File: src/rtl/vm2002_restock_if.sv
// Restock record bus and operator config/control signals for vm2002_restock_ctrl.
// master: the restock sequencer; slave: the operator/vm2002 side.
interface vm2002_restock_if;
    logic       cfg_we;
    logic [2:0] cfg_item;
    logic [3:0] cfg_count;
    logic [7:0] cfg_cost;
    logic       start;
    logic [7:0] mask;
    logic [2:0] item;
    logic [3:0] count;
    logic [7:0] cost;
    logic       valid;
    logic       busy;
    logic       done;
    logic [3:0] sent_cnt;
    logic       cfg_drop;

    modport master (
        input  cfg_we, cfg_item, cfg_count, cfg_cost, start, mask,
        output item, count, cost, valid, busy, done, sent_cnt, cfg_drop
    );

    modport slave (
        output cfg_we, cfg_item, cfg_count, cfg_cost, start, mask,
        input  item, count, cost, valid, busy, done, sent_cnt, cfg_drop
    );
endinterface

File: src/rtl/vm2002_restock_ctrl.sv
// Supplier-side restock sequencer: walks a shadow stock table and emits one record per eligible slot.
// Optional macro RESTOCK_AUTOCLEAR_EN: a slot's enable bit clears once its record has been sent.
module vm2002_restock_ctrl #(
    parameter int NUM_ITEMS = 8,
    parameter int MAX_COUNT = 15,
    parameter int GAP       = 1
) (
    input logic              clk,
    input logic              rst,
    vm2002_restock_if.master bus
);

    typedef enum logic [2:0] {
        S_IDLE = 3'd0,
        S_SCAN = 3'd1,
        S_SEND = 3'd2,
        S_GAP  = 3'd3,
        S_DONE = 3'd4
    } state_t;

    localparam logic [2:0] LAST_IDX = 3'(NUM_ITEMS - 1);
    localparam logic [3:0] MAX_CNT  = 4'(MAX_COUNT);
    localparam logic [7:0] GAP_LOAD = 8'((GAP > 0) ? (GAP - 1) : 0);

    state_t                 state_r;
    logic [2:0]             idx_r;
    logic [7:0]             mask_r;
    logic [7:0]             gap_cnt_r;
    logic [NUM_ITEMS-1:0]   en_r;
    logic [3:0]             tab_count_r [NUM_ITEMS];
    logic [7:0]             tab_cost_r  [NUM_ITEMS];

    logic [2:0]             item_r;
    logic [3:0]             count_r;
    logic [7:0]             cost_r;
    logic                   valid_r;
    logic                   busy_r;
    logic                   done_r;
    logic [3:0]             sent_cnt_r;
    logic                   cfg_drop_r;

    logic                   last_s;
    logic                   hit_s;

    function automatic logic [3:0] sat_count(input logic [3:0] c);
        return (c > MAX_CNT) ? MAX_CNT : c;
    endfunction

    // Scan-position decode shared by the state transitions.
    always_comb begin
        last_s = (idx_r == LAST_IDX);
        hit_s  = en_r[idx_r] & mask_r[idx_r];
    end

    // Table writes, run sequencing and all registered outputs; outputs are set on entry to a state.
    always_ff @(posedge clk or posedge rst) begin
        if (rst) begin
            state_r    <= S_IDLE;
            idx_r      <= 3'd0;
            mask_r     <= 8'd0;
            gap_cnt_r  <= 8'd0;
            en_r       <= '0;
            for (int i = 0; i < NUM_ITEMS; i++) begin
                tab_count_r[i] <= 4'd0;
                tab_cost_r[i]  <= 8'd0;
            end
            item_r     <= 3'd0;
            count_r    <= 4'd0;
            cost_r     <= 8'd0;
            valid_r    <= 1'b0;
            busy_r     <= 1'b0;
            done_r     <= 1'b0;
            sent_cnt_r <= 4'd0;
            cfg_drop_r <= 1'b0;
        end else begin
            valid_r <= 1'b0;
            item_r  <= 3'd0;
            count_r <= 4'd0;
            cost_r  <= 8'd0;
            done_r  <= 1'b0;

            // The table is frozen while a run is in flight so a run sees one consistent snapshot.
            if (bus.cfg_we) begin
                if (busy_r) begin
                    cfg_drop_r <= 1'b1;
                end else begin
                    tab_count_r[bus.cfg_item] <= sat_count(bus.cfg_count);
                    tab_cost_r[bus.cfg_item]  <= bus.cfg_cost;
                    en_r[bus.cfg_item]        <= (bus.cfg_count != 4'd0);
                end
            end

            case (state_r)
                S_IDLE: begin
                    if (bus.start) begin
                        mask_r     <= bus.mask;
                        sent_cnt_r <= 4'd0;
                        cfg_drop_r <= 1'b0;
                        idx_r      <= 3'd0;
                        if ((bus.mask & en_r) == 8'd0) begin
                            state_r <= S_DONE;
                            done_r  <= 1'b1;
                            busy_r  <= 1'b0;
                        end else begin
                            state_r <= S_SCAN;
                            busy_r  <= 1'b1;
                        end
                    end else begin
                        state_r <= S_IDLE;
                    end
                end
                S_SCAN: begin
                    if (hit_s) begin
                        state_r    <= S_SEND;
                        valid_r    <= 1'b1;
                        item_r     <= idx_r;
                        count_r    <= tab_count_r[idx_r];
                        cost_r     <= tab_cost_r[idx_r];
                        sent_cnt_r <= sent_cnt_r + 4'd1;
                    end else if (last_s) begin
                        state_r <= S_DONE;
                        done_r  <= 1'b1;
                        busy_r  <= 1'b0;
                    end else begin
                        idx_r <= idx_r + 3'd1;
                    end
                end
                S_SEND: begin
`ifdef RESTOCK_AUTOCLEAR_EN
                    en_r[idx_r] <= 1'b0;
`endif
                    if (GAP > 0) begin
                        state_r   <= S_GAP;
                        gap_cnt_r <= GAP_LOAD;
                    end else if (last_s) begin
                        state_r <= S_DONE;
                        done_r  <= 1'b1;
                        busy_r  <= 1'b0;
                    end else begin
                        state_r <= S_SCAN;
                        idx_r   <= idx_r + 3'd1;
                    end
                end
                S_GAP: begin
                    if (gap_cnt_r != 8'd0) begin
                        gap_cnt_r <= gap_cnt_r - 8'd1;
                    end else if (last_s) begin
                        state_r <= S_DONE;
                        done_r  <= 1'b1;
                        busy_r  <= 1'b0;
                    end else begin
                        state_r <= S_SCAN;
                        idx_r   <= idx_r + 3'd1;
                    end
                end
                S_DONE: begin
                    state_r <= S_IDLE;
                end
                default: begin
                    state_r <= S_IDLE;
                    busy_r  <= 1'b0;
                end
            endcase
        end
    end

    assign bus.item     = item_r;
    assign bus.count    = count_r;
    assign bus.cost     = cost_r;
    assign bus.valid    = valid_r;
    assign bus.busy     = busy_r;
    assign bus.done     = done_r;
    assign bus.sent_cnt = sent_cnt_r;
    assign bus.cfg_drop = cfg_drop_r;

endmodule

File: src/flat_wrapper.sv
// flat-port wrapper written by rule: the top's interface ports become plain ports
module vm2002_restock_ctrl_flat 
#(
    parameter int NUM_ITEMS = 8,
    parameter int MAX_COUNT = 15,
    parameter int GAP       = 1
)
  (clk, rst, bus_cfg_we, bus_cfg_item, bus_cfg_count, bus_cfg_cost, bus_start, bus_mask, bus_item, bus_count, bus_cost, bus_valid, bus_busy, bus_done, bus_sent_cnt, bus_cfg_drop);
  vm2002_restock_if bus_i ();
  input logic clk;
  input logic rst;
  input wire logic [$bits(bus_i.cfg_we)-1:0] bus_cfg_we;
  input wire logic [$bits(bus_i.cfg_item)-1:0] bus_cfg_item;
  input wire logic [$bits(bus_i.cfg_count)-1:0] bus_cfg_count;
  input wire logic [$bits(bus_i.cfg_cost)-1:0] bus_cfg_cost;
  input wire logic [$bits(bus_i.start)-1:0] bus_start;
  input wire logic [$bits(bus_i.mask)-1:0] bus_mask;
  output wire logic [$bits(bus_i.item)-1:0] bus_item;
  output wire logic [$bits(bus_i.count)-1:0] bus_count;
  output wire logic [$bits(bus_i.cost)-1:0] bus_cost;
  output wire logic [$bits(bus_i.valid)-1:0] bus_valid;
  output wire logic [$bits(bus_i.busy)-1:0] bus_busy;
  output wire logic [$bits(bus_i.done)-1:0] bus_done;
  output wire logic [$bits(bus_i.sent_cnt)-1:0] bus_sent_cnt;
  output wire logic [$bits(bus_i.cfg_drop)-1:0] bus_cfg_drop;
  assign bus_i.cfg_we = bus_cfg_we;
  assign bus_i.cfg_item = bus_cfg_item;
  assign bus_i.cfg_count = bus_cfg_count;
  assign bus_i.cfg_cost = bus_cfg_cost;
  assign bus_i.start = bus_start;
  assign bus_i.mask = bus_mask;
  assign bus_item = bus_i.item;
  assign bus_count = bus_i.count;
  assign bus_cost = bus_i.cost;
  assign bus_valid = bus_i.valid;
  assign bus_busy = bus_i.busy;
  assign bus_done = bus_i.done;
  assign bus_sent_cnt = bus_i.sent_cnt;
  assign bus_cfg_drop = bus_i.cfg_drop;
  vm2002_restock_ctrl #(.NUM_ITEMS(NUM_ITEMS), .MAX_COUNT(MAX_COUNT), .GAP(GAP)) u_core (.clk(clk), .rst(rst), .bus(bus_i));
endmodule
File: config.mk
export PLATFORM = sky130hd
export DESIGN_NAME = vm2002_restock_ctrl_flat
export DESIGN_NICKNAME = d
export VERILOG_FILES = /design/src/rtl/vm2002_restock_if.sv /design/src/rtl/vm2002_restock_ctrl.sv /design/src/flat_wrapper.sv
export SDC_FILE = /design/constraint.sdc
export NUM_CORES = 1
export LEC_CHECK = 0
export BUFFER_PORTS_ARGS = -buffer_cell sky130_fd_sc_hd__buf_4
export CORE_MARGIN = 8
export CORE_UTILIZATION = 38
export CTS_CLUSTER_DIAMETER = 120
export CTS_CLUSTER_SIZE = 8
export DETAILED_ROUTE_END_ITERATION = 10
export PLACE_DENSITY = 0.61
export REMOVE_ABC_BUFFERS = 1
export SETUP_SLACK_MARGIN = 0.15
export SLEW_MARGIN = 20
export SYNTH_ARGS = -nofsm -noshare
export SYNTH_HDL_FRONTEND = slang
export SYNTH_SLANG_ARGS = --single-unit
File: constraint.sdc
create_clock -name clk -period 6.1 [get_ports clk]
set_input_delay 0.61 -clock clk [delete_from_list [all_inputs] [get_ports clk]]
set_output_delay 0.61 -clock clk [all_outputs]
set_load 0.01 [all_outputs]
# After elaboration in Yosys (flattened, before gate mapping)
# Index checks and enable logic that the tools add are counted.
# Widths: inputs -> output; s select.
classes:
  eq_ne: 11
  addsub: 3
  bitwise: 6
  n_reduce_logical: 17
  n_lt_le_gt_ge: 7
  n_mux: 61
op_table:
  columns: ["op", "n"]
  rows:
  - ["$bwmux 64", 1]
  - ["$mux 8", 6]
  - ["$mux 3", 12]
  - ["$bwmux 32", 1]
  - ["$mux 4", 8]
  - ["$bmux 8 s3", 1]
  - ["$demux 8 s3", 1]
  - ["$mux 1", 19]
  - ["$pmux 8 s2", 1]
  - ["$bmux 4 s3", 1]
  - ["$demux 4 s3", 1]
  - ["$pmux 3 s4", 1]
  - ["$pmux 3 s3", 1]
  - ["$and 8x8->8", 1]
  - ["$bwmux 8", 1]
  - ["$ge 4x4->1 const B", 2]
  - ["$logic_not 8->1", 1]
  - ["$lt 3x4->1 const B", 2]
  - ["$not 3->4", 2]
  - ["$pmux 4 s2", 1]
  - ["$reduce_and 2->1", 4]
  - ["$reduce_and 4->1", 2]
  - ["$reduce_bool 8->1", 1]
  - ["$sub 8x1->8 const B", 1]
  - ["other kinds (24)", 33]
totals:
  regBits: 149
  wordCells: 134
  output_inout_bits: 23
  inputBits: 27

# Depth between registers and ports, before layout
# Gate-level depths: netlist of the first run.
logic_depth:
  depth_word: 6
  depth_mapped: 7
  depth_no_buf: 7

# Least setup slack after synthesis of the first run
# Ideal clock, no wire load.
synth_timing:
  path_type: "input to register"
  startpoint: "in bus_cfg_item[2]"
  endpoint: "reg u_core.tab_cost_r[33] (netlist name)"
  setup_slack_ns: 4.125
  required_ns: 5.975
  setup_time_ns: 0.125
  stages: 5
  t_arrival_ns: 1.851
  cell_sequence: "nor3b_1 and3_1 clkbuf_1 buf_2 mux2_2"
synth_between:
  elab_chain_len: 6
  elab_cells_between_ends: 7
  cone_classes: "2 x order compare; 3 x mux; 1 x bitwise; 1 x reduce/logical"
synth_lines:
  columns: ["item", "line_no", "rtl"]
  rows:
  - ["from (decl)", "flat_wrapper.sv:13", "input wire logic [$bits(bus_i.cfg_item)-1:0] bus_cfg_item;"]
  - ["$not 3->4 (implied by the code) (*)", "vm2002_restock_ctrl.sv:88", "tab_cost_r[bus.cfg_item] <= bus.cfg_cost;"]
  - ["$ge 4x4->1 (implied by the code) / $lt 4x1->1 (equally long branches)", "vm2002_restock_ctrl.sv:88", null]
  - ["$logic_and 1x1->1 (implied by the code)", "vm2002_restock_ctrl.sv:88", null]
  - ["$mux 8 (implied by the code)", "vm2002_restock_ctrl.sv:88", null]
  - ["$demux 8 s3 (*)", "vm2002_restock_ctrl.sv:88", null]
  - ["$bwmux 64 (*)", "vm2002_restock_ctrl.sv:88", null]
  - ["to (signal, indexed assignment)", "vm2002_restock_ctrl.sv:88", null]
  - ["to (decl)", "vm2002_restock_ctrl.sv:31", "logic [7:0] tab_cost_r [NUM_ITEMS];"]
# Every way passes the cells marked *; elsewhere a longest branch is shown, timed or not.
# A chain may end at the register's enable or synchronous reset.

# Final worst setup path of the first run
layout_timing:
  startpoint: "reg u_core.idx_r[0]"
  endpoint: "reg u_core.sent_cnt_r[0], in the netlist u_core.bus.sent_cnt[0]"
layout_between:
  elab_chain_len: 5
  elab_cells_between_ends: 7
  cone_classes: "1 x eq/ne; 4 x mux; 1 x bitwise; 1 x reduce/logical"
layout_lines:
  columns: ["item", "line_no", "rtl"]
  rows:
  - ["from (decl)", "vm2002_restock_ctrl.sv:26", "logic [2:0] idx_r;"]
  - ["from (signal assigned)", "vm2002_restock_ctrl.sv:125", "idx_r <= idx_r + 3'd1;"]
  - ["from (signal assigned)", "vm2002_restock_ctrl.sv:141", "idx_r <= idx_r + 3'd1;"]
  - ["from (signal assigned)", "vm2002_restock_ctrl.sv:153", "idx_r <= idx_r + 3'd1;"]
  - ["$bmux 1 s3", "vm2002_restock_ctrl.sv:52", "hit_s = en_r[idx_r] & mask_r[idx_r];"]
  - ["$mux 1 (implied by the code)", "vm2002_restock_ctrl.sv:52", null]
  - ["$and 1x1->1 (*)", "vm2002_restock_ctrl.sv:52", null]
  - ["$ne 2x1->1 (no source line) (*)", null, null]
  - ["$reduce_and 3->1 (no source line) (*)", null, null]
  - ["to (signal assigned)", "vm2002_restock_ctrl.sv:119", "sent_cnt_r <= sent_cnt_r + 4'd1;"]
  - ["to (decl)", "vm2002_restock_ctrl.sv:39", "logic [3:0] sent_cnt_r;"]
# Every way passes the cells marked *; elsewhere a longest branch is shown, timed or not. The select of a mux whose other input is x is not followed.

==> impl_metrics.ini, run 1 <==
[status]
status = completed

[route]
ant_nets = 0
dr.pass1.iters = 5
vias_per_cell = 5.22
drt_iter0_drc = 170
post-route-drc-count = 0
via_count = 4001
routed_wl_um = 14300
wire_per_inst_um = 18.7

[worst_setup_path]
rrSetupSlack_ps = 3550
worst_setup_path_end_kind = flop
r2r-start = u_core.idx_r[0]
worstSetupPathType = reg -> reg
worstSetupEndpoint = u_core.bus.sent_cnt[0]
cp-start-kind = flop
reg2reg_to = u_core.bus.sent_cnt[0]
cp.arrival_ps = 2860
rr_worst_depth = 6
cp_data_required_time_ps = 6410
path_max_fanout = 30
crit_start = u_core.idx_r[0]

[clock_network]
clock_sinks = 149
post_cts_buffers = 0
root_buffer = clkbuf_16
post_cts_resized = 0
cts_tree = yes
ctsHtreeMaxLevel = 4
postCtsHoldBufs = 0
cts_buffers = 17
cts_buffer_depth = 2
clkSlewWorstSetupHoldPaths_ps = 60
clock_latency_ps = 430

[finish]
instances_no_fill = 766
antenna_cells = 0
synthToLayoutAreaGrowth_pct = 18.3
final_layout_size_suffix_gt1_share_pct = 41.0
nFillCells = 1561
final_nets = 559

[global_routing]
grt_usage_pct = 13.9
grt_max_degree = 103
antenna_found_initial = 0
grt_pass1_wl_um = 23500
grt.overflow.total = 0
grt_pass1_vias = 4384

[logic_synthesis]
netlist.area_leader.share_pct = 56.3
ys_async_sr_fraction_pct = 100
synth-seq-cells = 149
yosys_most_used_dff = dfrtp_1
yosysSeqAreaShare_pct = 56.3
yosysUniqueCellTypes = 48
syn_avg_cell_area_um2 = 13.9
netlist_area_mm2 = 0.00663
ys_top_cells_by_area = dfrtp_1 (56%), mux2_2 (17%), mux4_2 (8.8%)
synth_edf_count = 0
synth_cells = 478
yosysWarnings = 0
yosysTopAreaCell = dfrtp_1

[place]
detailed_place_hpwl_um = 9190
place_inst = 734
place_congestion = 0.835
numPortBuffers = 49

[die]
die_area_mm2 = 0.0219
die_w_um = 148
core_area_mm2 = 0.0172
fp.dieH_um = 148
start_util_pct = 38.6
ios = 50
rows = 48

[min_path]
hp-class = in -> reg

[timing]
post-route-period-util_pct = 41.8
setup_tns_ps = 0
min_period_ps = 2550
fmax_mhz = 392
worstMarginPinSlew_ps = 1040
finalHoldViolCount = 0
rsz0062_at_grt = false
clock-skew-final_ps = 7.00
finalSetupViolCount = 0
relSlewSlack_pct = 30.7
slew_violations = 0

[power_and_ir_drop]
p_leak_nw = 3.43
ir_drop_uv = 242
power_density_mw_per_mm2 = 523

[run]
drv_cap = 0
synth_stat cells (3+ instances only):
library cell / number
nand2_1: 49
nor4_1: 3
nor3b_1: 5
a21oi_1: 6
nor3_1: 5
buf_2: 11
mux4_2: 26
mux2i_1: 16
o21ai_0: 10
dfrtp_1: 149
inv_1: 5
nor2_1: 27
mux2_2: 100
nand2b_1: 3
a22oi_1: 4
nand3_1: 3
nand3b_1: 3
ha_1: 4
clkbuf_1: 10
placed cells by master (no fill, tap or decap), types with 3 or more instances in the layout:
| cell | netlist | routed |
|---|---|---|
| clkbuf_16 | 0 | 17 |
| clkinvlp_4 | 0 | 3 |
| inv_6 | 0 | 3 |
| nand2b_1 | 3 | 3 |
| dfrtp_1 | 149 | 149 |
| clkbuf_8 | 0 | 3 |
| buf_4 | 0 | 54 |
| mux4_2 | 26 | 26 |
| nor3b_1 | 5 | 3 |
| clkinv_2 | 0 | 3 |
| inv_1 | 5 | 4 |
| mux2i_1 | 16 | 16 |
| ha_1 | 4 | 4 |
| nand3b_1 | 3 | 3 |
| nand2_1 | 49 | 49 |
| a22oi_1 | 4 | 4 |
| nor3_1 | 5 | 5 |
| nor2_1 | 27 | 27 |
| nand3_1 | 3 | 3 |
| o21ai_0 | 10 | 10 |
| a21oi_1 | 6 | 6 |
| mux2_2 | 100 | 100 |
how the worst min path moves through the flow:
| stage | endpoint | slack [ps] | depth (start not counted) | start |
|---|---|---|---|---|
| finish | u_core.mask_r[0] | 380 | 3 | bus_mask[0] |
| global placement | u_core.mask_r[0] | 460 | 2 | u_core.mask_r[0] |
| global route | u_core.mask_r[5] | 390 | 3 | bus_mask[5] |
| floorplan | u_core.mask_r[0] | 450 | 2 | u_core.mask_r[0] |
| detailed placement | u_core.mask_r[0] | 470 | 2 | u_core.mask_r[0] |
| CTS | u_core.mask_r[4] | 370 | 3 | bus_mask[4] |
area by class of cell:
cell class | instances | area [um^2] | area share (%)
clock buffers | 21 | 470 | 6.00
clock inverters | 11 | 124 | 1.58
inverters | 5 | 23.8 | 0.303
multi-input cells | 301 | 2810 | 35.8
flip-flops and latches | 149 | 3730 | 47.5
well taps | 225 | 282 | 3.59
repair buffers | 54 | 405 | 5.17
registers in the layout (all words and copies together) (netlist names), 3 cells and up:
| register | count |
|---|---|
| u_core.tab_cost_r | 64 |
| u_core.tab_count_r | 32 |
| u_core.bus.cost | 8 |
| u_core.en_r | 8 |
| u_core.gap_cnt_r | 8 |
| u_core.mask_r | 8 |
| u_core.bus.count | 4 |
| u_core.bus.sent_cnt | 4 |
| u_core.bus.item | 3 |
| u_core.idx_r | 3 |
| u_core.state_r | 3 |
routing by layer:
metal / up-vias / global-route usage [%] / part of all wire [%]
li1: 1837 / - / -
met1: 2068 / 17.1 / 46
met2: 76 / 22.3 / 48
met3: 20 / 4.53 / 4.4
met4: 0 / 5.71 / 1.6
met5: - / 0 / 0
per-stage QoR:
stage | setup slack (ps) | utilization, % | hold WS (ps) | total power [mW] | cell area (um^2)
6_report | 3550 | 45.7 | 382 | 4.10 | 7840
5_1_grt | 3330 | 45.7 | 388 | 4.37 | 7840
4_1_cts | 3490 | 45.6 | 366 | 4.14 | 7840
3_5_place_dp | 3480 | 42.2 | 467 | 3.08 | 7240
3_3_place_gp | 3490 | 42.1 | 461 | 3.01 | 7230
2_1_floorplan | 1480 | - | 446 | 2.69 | 6520
cells by family after synthesis:
logic type | Yosys count | share of synthesized area [%]
flops | 149 | 56.3
mux | 142 | 28.2
simple gates | 118 | 8.95
compound gates | 33 | 3.36
buf+inv | 28 | 1.91
xor+xnor | 4 | 0.529
fa+ha+maj | 4 | 0.755
power by group:
group	total [mW]	internal [mW]	leakage (nW)	switching [mW]
clock	1.05	0.635	0.286	0.417
sequential	1.73	1.44	1.83	0.293
combinational	1.32	0.765	1.31	0.558
total	4.10	2.83	3.43	1.27
critical path: stages (launching register included):
cell,delay (ps)
dfrtp_1,330
buf_4,450
mux4_2,380
nor3_4,70
nor2_2,660
inv_1,200
mux2_2,310
Power figures use the tool's default switching activity.
==> run 2: changes to the inputs <==
--- a/config.mk
+++ b/config.mk
@@ -11,7 +11,7 @@
 export CTS_CLUSTER_DIAMETER = 120
 export CTS_CLUSTER_SIZE = 8
 export DETAILED_ROUTE_END_ITERATION = 10
-export PLACE_DENSITY = 0.61
+export PLACE_DENSITY = 0.63
 export REMOVE_ABC_BUFFERS = 1
 export SETUP_SLACK_MARGIN = 0.15
 export SLEW_MARGIN = 20
==> constraint.sdc (replaced) <==
create_clock -name clk -period 2.1 [get_ports clk]
set_input_delay 0.21 -clock clk [delete_from_list [all_inputs] [get_ports clk]]
set_output_delay 0.21 -clock clk [all_outputs]
set_load 0.01 [all_outputs]
==> impl_metrics.ini, run 2 (synthesized netlist as in run 1, its figures left out) <==
[status]
status = completed

[worst_setup_path]
r2r-start = u_core.gap_cnt_r[6]
rr_worst_depth = 5
cp.arrival_ps = 2260
worst_setup_path_end_kind = flop
slowest_stage = or4bb_4
cp_data_required_time_ps = 2400
path_max_fanout = 7
crit_buf_inv = 0
worstSetupPathType = reg -> reg
cp-start-kind = flop
cp_top_family = simple AND/OR/NAND/NOR gates
path_cells = or4bb_4 -> o21ai_2 -> nand2_2 -> nor3_4 -> mux2_4
reg2reg_to = u_core.idx_r[2]
rrSetupSlack_ps = 140
slowest_delay_ps = 580

[finish]
mostFrequentLayoutCells = dfrtp_1 (148), mux2_2 (97), buf_4 (81)
largestRegisters = u_core.tab_cost_r (64), u_core.tab_count_r (32)
nFillCells = 1517
final_common_cell = dfrtp_1
antenna_cells = 0
regMostFlops = u_core.tab_cost_r
final_nets = 599
multi_input_area_mm2 = 0.00286
fin_area_mm2 = 0.00835
synthToLayoutAreaGrowth_pct = 26.0
seqCellArea_mm2 = 0.00373
largest_register_ffs = 64
instances_no_fill = 806
final_layout_size_suffix_gt1_share_pct = 45.6

[timing]
setup_ws_ps = 141
min_period_ps = 1960
clock-skew-final_ps = 16.2
worstMarginPinSlew_ps = 477
fmax_mhz = 510
finalHoldViolCount = 0
finalSetupViolCount = 0
post-route-period-util_pct = 93.3
relSlewSlack_pct = 68.2
holdWs_ps = 64.4
rsz0062_at_grt = true
slew_violations = 0

[route]
wire_per_inst_um = 18.7
via_count = 4212
drt_iter0_drc = 212
vias_per_cell = 5.23
routed_wl_um = 15000
post-route-drc-count = 0
dr.pass1.iters = 4
ant_nets = 0

[min_path]
hp-class = in -> reg
hold-path-cell-count = 2
hold_end = u_core.tab_cost_r[4]
min-delay-start = bus_cfg_cost[4]

[power_and_ir_drop]
ir_drop_uv = 894
p_leak_nw = 3.69
power_density_mw_per_mm2 = 1540

[die]
core_area_mm2 = 0.0172
start_util_pct = 38.6
die_area_mm2 = 0.0219
ios = 50
fp.dieH_um = 148
rows = 48
die_w_um = 148

[place]
numPortBuffers = 49
place_inst = 760
post-place-ws_ps = 48.5
placed_area_mm2 = 0.00746
place_congestion = 0.855
detailed_place_hpwl_um = 9510

[clock_network]
ctsHtreeMaxLevel = 4
cts_tree = yes
root_buffer = clkbuf_16
clock_latency_ps = 430
cts_buffer_depth = 2
cts_buffers = 17
clock_sinks = 149
clkSlewWorstSetupHoldPaths_ps = 60

[global_routing]
antenna_found_initial = 0
grt_pass1_wl_um = 24500
grt_usage_pct = 14.6
grt_pass1_vias = 4531
grt_max_degree = 49
grt.overflow.total = 0

[run]
drv_cap = 0
-- run 2: cell types whose count changed in the layout (fill, tap and decap cells not counted), sizes merged --
cell         before  now
inv               7    9
clkinvlp          3    0
clkinv            4    3
bufinv            2    6
clkbuf           21   19
buf              54   85
dlygate4sd3       0    9
-- run 2: where the power goes --
part           leakage, nW  switching [mW]  internal (mW)
logic                 1.52            1.88           2.54
registers             1.83           0.769           4.17
clock network        0.334            1.23           2.28
-- run 2: through the flow --
stage | util [%] | TNS (ps) | power (mW)
after floorplan | - | -327070 | 7.81
after global placement | 43.4 | 0 | 8.91
after detailed placement | 43.4 | 0 | 9.15
after CTS | 48.3 | 0 | 12.9
after global routing | 48.6 | 0 | 13.6
final | 48.6 | 0 | 12.9
-- run 2: cell type report --
class | count | share of cell area, %
multi-input cells | 301 | 34.3
repair buffers | 94 | 9.22
well taps | 225 | 3.37
inverters | 5 | 0.285
flip-flops and latches | 149 | 44.7
clock buffers | 19 | 5.30
clock inverters | 13 | 2.88
-- run 2: metal layers --
| metal | GRT usage, % | share of wire, % |
|---|---|---|
| met5 | 0 | 0 |
| met4 | 6.07 | 1.6 |
| met3 | 3.59 | 3.9 |
| met2 | 23.2 | 49 |
| met1 | 18.7 | 46 |
-- run 2: worst max-delay path by stage --
stage,start,end,slack [ps],cells past startpoint
2_1_floorplan,rst,u_core.bus.busy,-2120,1
3_3_place_gp,u_core.gap_cnt_r[1],u_core.idx_r[0],100,7
3_5_place_dp,u_core.gap_cnt_r[1],u_core.idx_r[1],50,7
4_1_cts,u_core.gap_cnt_r[1],u_core.idx_r[1],70,7
5_1_grt,u_core.gap_cnt_r[1],u_core.idx_r[1],70,7
6_report,u_core.gap_cnt_r[6],u_core.idx_r[2],140,5
-- run 2: worst reg2reg max path, stage by stage, from the launching register on --
cell     delay (ps)
dfrtp_1         480
or4bb_4         580
o21ai_2         140
nand2_2          70
nor3_4          230
mux2_4          330
-- run 2: repair_timing --
item / CTS / global route
hold buffers: 9 / 0
endpoints found under the hold margin: 53 / 0
gates resized for setup: 10 / 9
pin swaps: 4 / 4
cloned: 0 / 0
setup endpoints to repair: 4 / 17
buffers inserted: 3 / 2
